==> src/rtl/alu_op_sequencer.sv <==
// -----------------------------------------------------------------------------
// alu_op_sequencer
//
// Shares one combinational ALU between two requesters. A round-robin arbiter
// picks a requester in IDLE, the 4-bit op is decoded into the ALU's 3-bit
// control word, and the operands are held stable on alu_a/alu_b/alu_ctrl for an
// op-dependent number of cycles. The result is then captured and returned with
// a valid/ready response that carries the requester ID.
//
// Ports:
//   clk         rising-edge clock
//   rst         asynchronous active-high reset
//   req_valid   [1:0]        per-requester request valid
//   req_ready   [1:0]        per-requester accept (one-hot or zero)
//   req_op      [7:0]        {op1, op0}
//   req_a       [2*WIDTH-1:0] {a1, a0}
//   req_b       [2*WIDTH-1:0] {b1, b0}
//   alu_a/alu_b [WIDTH-1:0]  operands to the ALU (registered)
//   alu_ctrl    [2:0]        ALU control word (registered)
//   alu_result  [WIDTH-1:0]  combinational ALU result
//   rsp_valid/rsp_ready      response handshake
//   rsp_id                   requester that issued the op
//   rsp_data    [WIDTH-1:0]  captured result
//   rsp_err                  unsupported op or divide by zero
//   busy                     high whenever the FSM is not in IDLE
// -----------------------------------------------------------------------------
module alu_op_sequencer #(
  parameter int WIDTH   = 32,
  parameter int ADD_LAT = 1,
  parameter int MUL_LAT = 3,
  parameter int DIV_LAT = 8
) (
  input  logic               clk,
  input  logic               rst,
  input  logic [1:0]         req_valid,
  output logic [1:0]         req_ready,
  input  logic [7:0]         req_op,
  input  logic [2*WIDTH-1:0] req_a,
  input  logic [2*WIDTH-1:0] req_b,
  output logic [WIDTH-1:0]   alu_a,
  output logic [WIDTH-1:0]   alu_b,
  output logic [2:0]         alu_ctrl,
  input  logic [WIDTH-1:0]   alu_result,
  output logic               rsp_valid,
  input  logic               rsp_ready,
  output logic               rsp_id,
  output logic [WIDTH-1:0]   rsp_data,
  output logic               rsp_err,
  output logic               busy
);

  localparam int MAX_AM  = (ADD_LAT > MUL_LAT) ? ADD_LAT : MUL_LAT;
  localparam int MAX_LAT = (MAX_AM > DIV_LAT) ? MAX_AM : DIV_LAT;
  localparam int CW      = $clog2(MAX_LAT + 1);

  typedef enum logic [1:0] {
    IDLE = 2'd0,
    EXEC = 2'd1,
    RESP = 2'd2
  } state_t;

  state_t           state, state_n;
  logic             rr_ptr;
  logic [CW-1:0]    cnt;
  logic             id_q;
  logic             unsup_q;
  logic             div0_q;

  // Arbitration and decode of the granted request.
  logic             g;
  logic             accept;
  logic [3:0]       op_g;
  logic [WIDTH-1:0] a_g;
  logic [WIDTH-1:0] b_g;
  logic [2:0]       ctrl_g;
  int               lat_g;
  logic             unsup_g;
  logic             div0_g;
  logic [CW-1:0]    cnt_load;

  // NOTE: every signal assigned in an always_comb gets a default first, so
  // no path through the block can leave it unassigned and infer a latch.
  always_comb begin
    // The pointer's requester wins if it asks; otherwise the other one.
    g = rr_ptr;
    if (!req_valid[rr_ptr]) g = ~rr_ptr;

    op_g = g ? req_op[7:4]             : req_op[3:0];
    a_g  = g ? req_a[2*WIDTH-1:WIDTH]  : req_a[WIDTH-1:0];
    b_g  = g ? req_b[2*WIDTH-1:WIDTH]  : req_b[WIDTH-1:0];

    ctrl_g  = 3'b000;
    lat_g   = 1;
    unsup_g = 1'b0;
    case (op_g)
      4'h0: begin ctrl_g = 3'b000; lat_g = ADD_LAT; end
      4'h1: begin ctrl_g = 3'b001; lat_g = ADD_LAT; end
      4'h2: begin ctrl_g = 3'b010; lat_g = MUL_LAT; end
      4'h3: begin ctrl_g = 3'b011; lat_g = DIV_LAT; end
      default: unsup_g = 1'b1;
    endcase
    div0_g   = (op_g == 4'h3) && (b_g == '0);
    cnt_load = CW'(lat_g - 1);

    // Gated with rst so no accept is advertised while reset is held.
    accept    = (state == IDLE) && req_valid[g] && !rst;
    req_ready = 2'b00;
    if (accept) req_ready[g] = 1'b1;
  end

  always_comb begin
    state_n = state;
    case (state)
      IDLE:    if (accept) state_n = EXEC;
      EXEC:    if (cnt == '0) state_n = RESP;
      RESP:    if (rsp_ready) state_n = IDLE;
      default: state_n = IDLE;
    endcase
  end

  assign busy = (state != IDLE);

  // NOTE: sequential state uses non-blocking assignments so every register
  // samples pre-edge values; reset is asynchronous and clears all of them.
  always_ff @(posedge clk or posedge rst) begin
    if (rst) state <= IDLE;
    else     state <= state_n;
  end

  always_ff @(posedge clk or posedge rst) begin
    if (rst) begin
      rr_ptr    <= 1'b0;
      cnt       <= '0;
      id_q      <= 1'b0;
      unsup_q   <= 1'b0;
      div0_q    <= 1'b0;
      alu_a     <= '0;
      alu_b     <= '0;
      alu_ctrl  <= 3'b000;
      rsp_valid <= 1'b0;
      rsp_id    <= 1'b0;
      rsp_data  <= '0;
      rsp_err   <= 1'b0;
    end else begin
      case (state)
        IDLE: begin
          if (accept) begin
            alu_a    <= a_g;
            alu_b    <= b_g;
            alu_ctrl <= ctrl_g;
            id_q     <= g;
            unsup_q  <= unsup_g;
            div0_q   <= div0_g;
            cnt      <= cnt_load;
          end
        end
        EXEC: begin
          if (cnt != '0) begin
            cnt <= cnt - CW'(1);
          end else begin
            // Error cases override whatever the ALU produced.
            rsp_valid <= 1'b1;
            rsp_id    <= id_q;
            rsp_err   <= unsup_q | div0_q;
            if (unsup_q)     rsp_data <= '0;
            else if (div0_q) rsp_data <= '1;
            else             rsp_data <= alu_result;
          end
        end
        RESP: begin
          if (rsp_ready) begin
            rsp_valid <= 1'b0;
            rr_ptr    <= ~rsp_id;
          end
        end
        default: ;
      endcase
    end
  end

endmodule
==> config.mk <==
export PLATFORM = sky130hd
export DESIGN_NAME = alu_op_sequencer
export DESIGN_NICKNAME = d
export VERILOG_FILES = /design/src/rtl/alu_op_sequencer.sv
export SDC_FILE = /design/constraint.sdc
export NUM_CORES = 1
export LEC_CHECK = 0
export BUFFER_PORTS_ARGS = -buffer_cell sky130_fd_sc_hd__buf_4
export CAP_MARGIN = 20
export CORE_AREA = 2 2 90 157
export CTS_CLUSTER_DIAMETER = 200
export DETAILED_ROUTE_END_ITERATION = 8
export DIE_AREA = 0 0 92 159
export GPL_ROUTABILITY_DRIVEN = 0
export PLACE_DENSITY_LB_ADDON = 0.25
export RECOVER_POWER = 25
export SLEW_MARGIN = 20
export SYNTH_ARGS = -nofsm -noshare
export SYNTH_HDL_FRONTEND = slang
export SYNTH_SLANG_ARGS = --single-unit
export TNS_END_PERCENT = 50
==> constraint.sdc <==
create_clock -name clk -period 10.1 [get_ports clk]
set_input_delay 1.515 -clock clk [delete_from_list [all_inputs] [get_ports clk]]
set_output_delay 1.515 -clock clk [all_outputs]
set_load 0.005 [all_outputs]
# Yosys cells after proc, flatten, opt, wreduce, memory -nomap -nowiden
# Index checks and enable logic that the tools add are counted.
# word_totals
register_bits	112
inputBits	173
out_inout_bits	105
word_cells	78
# op_classes
add_sub_neg	2
n_lt_le_gt_ge	3
n_eq_ne	10
mux	26
bitwise_logic	4
reduce_logical	20
# ops
cell	count
two-way mux 32 bit	4
logical NOT 32 bit	1
case mux 4 bit (2 select lines)	2
two-way mux 4 bit	3
case mux 2 bit (3 select lines)	2
!= test 2 bit (second input constant)	5
two-way mux 1 bit	9
AND reduction 3 bit	3
== test 4 x 2 -> 1 bit (second input constant)	2
logical NOT 4 bit	2
two-way mux 2 bit	4
AND reduction 2 bit	3
nonzero test 2 bit	3
== test 4 x 1 -> 1 bit (second input constant)	1
logical AND 1 bit	4
less-than comparator 1 x 2 -> 1 bit (second input constant)	2
nonzero test 4 bit	1
OR reduction 4 bit	1
subtractor 4 x 1 -> 4 bit (second input constant)	1
subtractor 4 x 2 -> 4 bit (second input constant)	1
NOT 1 bit	3
== test 2 x 1 -> 1 bit (second input constant)	1
== test 2 bit (second input constant)	1
logical NOT 2 bit	1
5 further kinds	5

# Longest topological paths before layout
# logic_depth
word_depth	9
depth_mapped	8

# Least setup slack after synthesis
# No wires, ideal clock.
# synth_timing
kind	input-to-output
from	in req_valid[0]
to	out req_ready[0]
t_arrival_ns	2.368
path_slack_ns	6.217
stages	5
path_cell_list	inv_1 > mux2i_1 > buf_4 > buf_2 > and2_1
# synth_between
elab_chain_cells	8
elab_cells_between_ends	13
# synth_rtl
element	line	text
start, declared	35	input logic [1:0] req_valid,
two-way mux 1 bit (implied by the code) (2 in a row)	86	if (!req_valid[rr_ptr]) g = ~rr_ptr;
two-way mux 1 bit	86	
less-than comparator 1 x 2 -> 1 bit (implied by the code) (tied with other cells)	108	if (accept) req_ready[g] = 1'b1;
logical AND 1 bit (implied by the code) / two-way mux 1 bit (equally long branches)	108, 106	
two-way mux 1 bit (implied by the code) / logical AND 1 bit (equally long branches)	108, 106	
demux 1 bit (select 1 bit) / logical AND 1 bit (equally long branches)	108, 106	
two-way mux 2 bit (*)	108	
end, declared	36	output logic [1:0] req_ready,
# Mark *: on every way between the ends. The rest lies on a longest branch, timed or not. The select of a mux whose other input is x is not followed.

# Final worst setup path
# layout_timing
from	in req_valid[1]
to	out req_ready[1]
# The elaborated chain is that of the path after synthesis.

==> results.json <==
{
  "run_status": "complete, but fails checks",
  "violations": "capacitance limit, slew limit",
  "wl_microns": 14900,
  "drive_gt1_share_pct": 38.7,
  "holdPathEnd": "rsp_data[27]",
  "pin_count": 278,
  "post-synth-top-area-fraction_pct": 52.8,
  "dp.cells": 943,
  "worstReg2RegEnd": "rsp_id",
  "grt_start_max_net_pins": 114,
  "total_switching_power_w": 0.000673,
  "critPathMaxFanout": 24,
  "vias": 4781,
  "fmaxAchievable_mhz": 230,
  "die_width_microns": 92,
  "final-setup-viol-count": 0,
  "timing_worst_slew_pin_value_ps": 2090,
  "synthesis.instances": 529,
  "wire_per_inst_microns": 15.6,
  "endpoint_kind": "primary output",
  "rrSetupSlack_ps": 6620,
  "synth_warnings": 0,
  "synthesis.area_per_instance_sq_um": 9.94,
  "clock_tree_from_tritoncts": "built",
  "worst-endpoint-arrival_ps": 2840,
  "timing.hold.ws_ps": 480,
  "seq_power_share_pct": 40.3,
  "detailedRoute.firstPassIterationCount": 4,
  "grt_first_pass_wirelength_microns": 23800,
  "htree_levels": 3,
  "final_max_slew_viol_count": 119,
  "ff_latch_count_synth": 111,
  "numCtsBuffers": 9,
  "dr.first_iter.drc_count": 113,
  "pwr_density_cell_nw_per_um2": 253,
  "max-slew-margin-rel_pct": -40.1,
  "synth_enable_flop_cells": 0,
  "cts_hold_buf": 0,
  "post-route-period-util_pct": 43.1,
  "netlist_area_sq_um": 5260,
  "path_clk_slew_ps": 60,
  "grt_setup_unrepaired": "no",
  "swShare_pct": 34.9,
  "fp-row-count": 56,
  "ys_async_sr_fraction_pct": 100,
  "post-cts-setup-buffer-count": 0,
  "cts.path.max_buffers": 2,
  "timing.setup.critical_path_class": "input pin to primary output",
  "number_of_global_route_vias_before_repair": 4895,
  "multi_input_comb_area_sq_um": 2250,
  "p_clk_share_pct": 17.4,
  "filler_cell_count": 1217,
  "synth_fp_nets": 704,
  "netlist.top_cell.by_area": "dfrtp_1",
  "port_buffers": 276,
  "yosys-top-cells-area": "dfrtp_1 (53%), mux2i_1 (13%), nand2_1 (7.5%)",
  "netlist_top_cells_count": "dfrtp_1 (111), nand2_1 (105), mux2i_1 (67)",
  "dominantRegCellSynth": "dfrtp_1",
  "leakage_nw": 3.90,
  "vdd.ir_drop.worst_mv": 0.121,
  "grt_antenna_before_repair": 0,
  "worst_reg2reg_startpoint": "cnt[0]",
  "worst_clock_skew_ps": 9.64,
  "route.detailed.vias_per_inst": 4.99,
  "die_area_sq_um": 14600,
  "post-synth-top-count-cell": "dfrtp_1",
  "worst_hold_path.num_cells": 2,
  "synthToLayoutAreaGrowth_pct": 45.1,
  "remaining_drc_errors": 0,
  "design.final.nets": 955,
  "pwr-share-comb_pct": 42.3,
  "worstRegToRegCells": 5,
  "internal_power_w": 0.00126,
  "global_route.overflow_total": 0,
  "final-seq-area_sq_um": 2780,
  "synthDistinctLibCells": 43,
  "final.min_clock_period_ps": 4360,
  "timing.critical_path.from_type": "input pin",
  "cts-resized-gates": 0,
  "max_cap_viol_count": 2,
  "clk-insertion-delay-late_ps": 340,
  "die_height_microns": 159,
  "synth.yosys.seq_area_share_pct": 52.8,
  "fp.coreArea_sq_um": 13300,
  "groute.usage.overall_pct": 20.4,
  "dp_hpwl_microns": 11900,
  "antenna_cells_inserted": 0,
  "setup_total_neg_slack_ps": 0,
  "cts_root_buf": "clkbuf_16",
  "hp-start": "rsp_data[27]",
  "hold_class": "register to register",
  "cp_data_required_time_ps": 8590,
  "start_util_pct": 39.5,
  "finalHoldViolations": 0,
  "tritoncts_num_sinks": 111,
  "finish.cell_count_without_fillers": 959,
  "detail-route-antenna-nets": 0
}
-- worst max-delay path: stages --
cell and delay (ps):
clkbuf_1 150, nor2_1 80, or3_1 710, nor2_2 250
buf_4 130
-- kinds of logic after synthesis --
logic type / share of synthesized area, %
buf+inv: 4.59
simple gates: 14.9
xor+xnor: 0.167
flops: 52.8
mux: 13.6
other cells: 0.0713
compound gates: 13.4
fa+ha+maj: 0.476
-- placed cells by master, fill, tap and decap left out, drive strengths merged, types with 4 or more instances in the layout --
cell | synthesis | final
buf | 20 | 276
dfrtp | 111 | 111
nand2 | 106 | 106
o21ai | 73 | 73
mux2i | 67 | 67
nor2 | 43 | 43
o31ai | 33 | 33
clkbuf | 19 | 14
nor4 | 12 | 12
nor3 | 6 | 6
inv | 5 | 6
mux2 | 4 | 4
-- registers in the layout, indices dropped and copies added (netlist names) --
name / count
alu_a: 32
alu_b: 32
alu_ctrl: 2
cnt: 4
div0_q: 1
id_q: 1
rr_ptr: 1
rsp_data: 32
rsp_err: 1
rsp_id: 1
rsp_valid: 1
state: 2
unsup_q: 1
-- layer usage --
| layer | track usage [%] | routed length, microns |
|---|---|---|
| met5 | 0 | 0 |
| met4 | 9.16 | 568 |
| met3 | 4.64 | 1070 |
| met2 | 36.0 | 7740 |
| met1 | 23.1 | 5560 |
-- power groups by stage --
stage / Combinational, W / Sequential [W] / Clock [W]
finish: 0.000817 / 0.000777 / 0.000335
global route: 0.000908 / 0.000804 / 0.000361
CTS: 0.000837 / 0.000779 / 0.000347
detailed placement: 0.000838 / 0.000785 / 0
global placement: 0.000818 / 0.000778 / 0
floorplan: 0.000404 / 0.000768 / 0
-- per-stage QoR --
step | setup slack, ps | area, sq um | power (W) | util (%)
finish | 5740 | 7630 | 0.00193 | 57.3
global route | 5620 | 7630 | 0.00207 | 57.3
CTS | 6000 | 7650 | 0.00196 | 57.5
detailed placement | 5990 | 7370 | 0.00162 | 55.4
global placement | 6010 | 7370 | 0.00160 | 55.4
floorplan | 5650 | 5260 | 0.00117 | -
-- how the worst max path moves through the flow --
stage | startpoint | end | slack, ps | cells past startpoint
finish | req_valid[1] | req_ready[1] | 5740 | 5
global route | req_valid[1] | req_ready[1] | 5620 | 5
CTS | req_valid[0] | req_ready[0] | 6000 | 5
detailed placement | req_valid[0] | req_ready[0] | 5990 | 5
global placement | req_valid[0] | req_ready[0] | 6010 | 5
floorplan | rst | alu_a[0] | 5650 | 1
-- final cells by class --
class / count / share of cell area (%)
Sequential cell: 111 / 36.4
Multi-Input combinational cell: 374 / 29.4
Timing Repair Buffer: 279 / 27.3
Clock buffer: 11 / 3.18
Tap cell: 174 / 2.85
Clock inverter: 5 / 0.525
Inverter: 5 / 0.262
(Power assumes the default switching activity.)
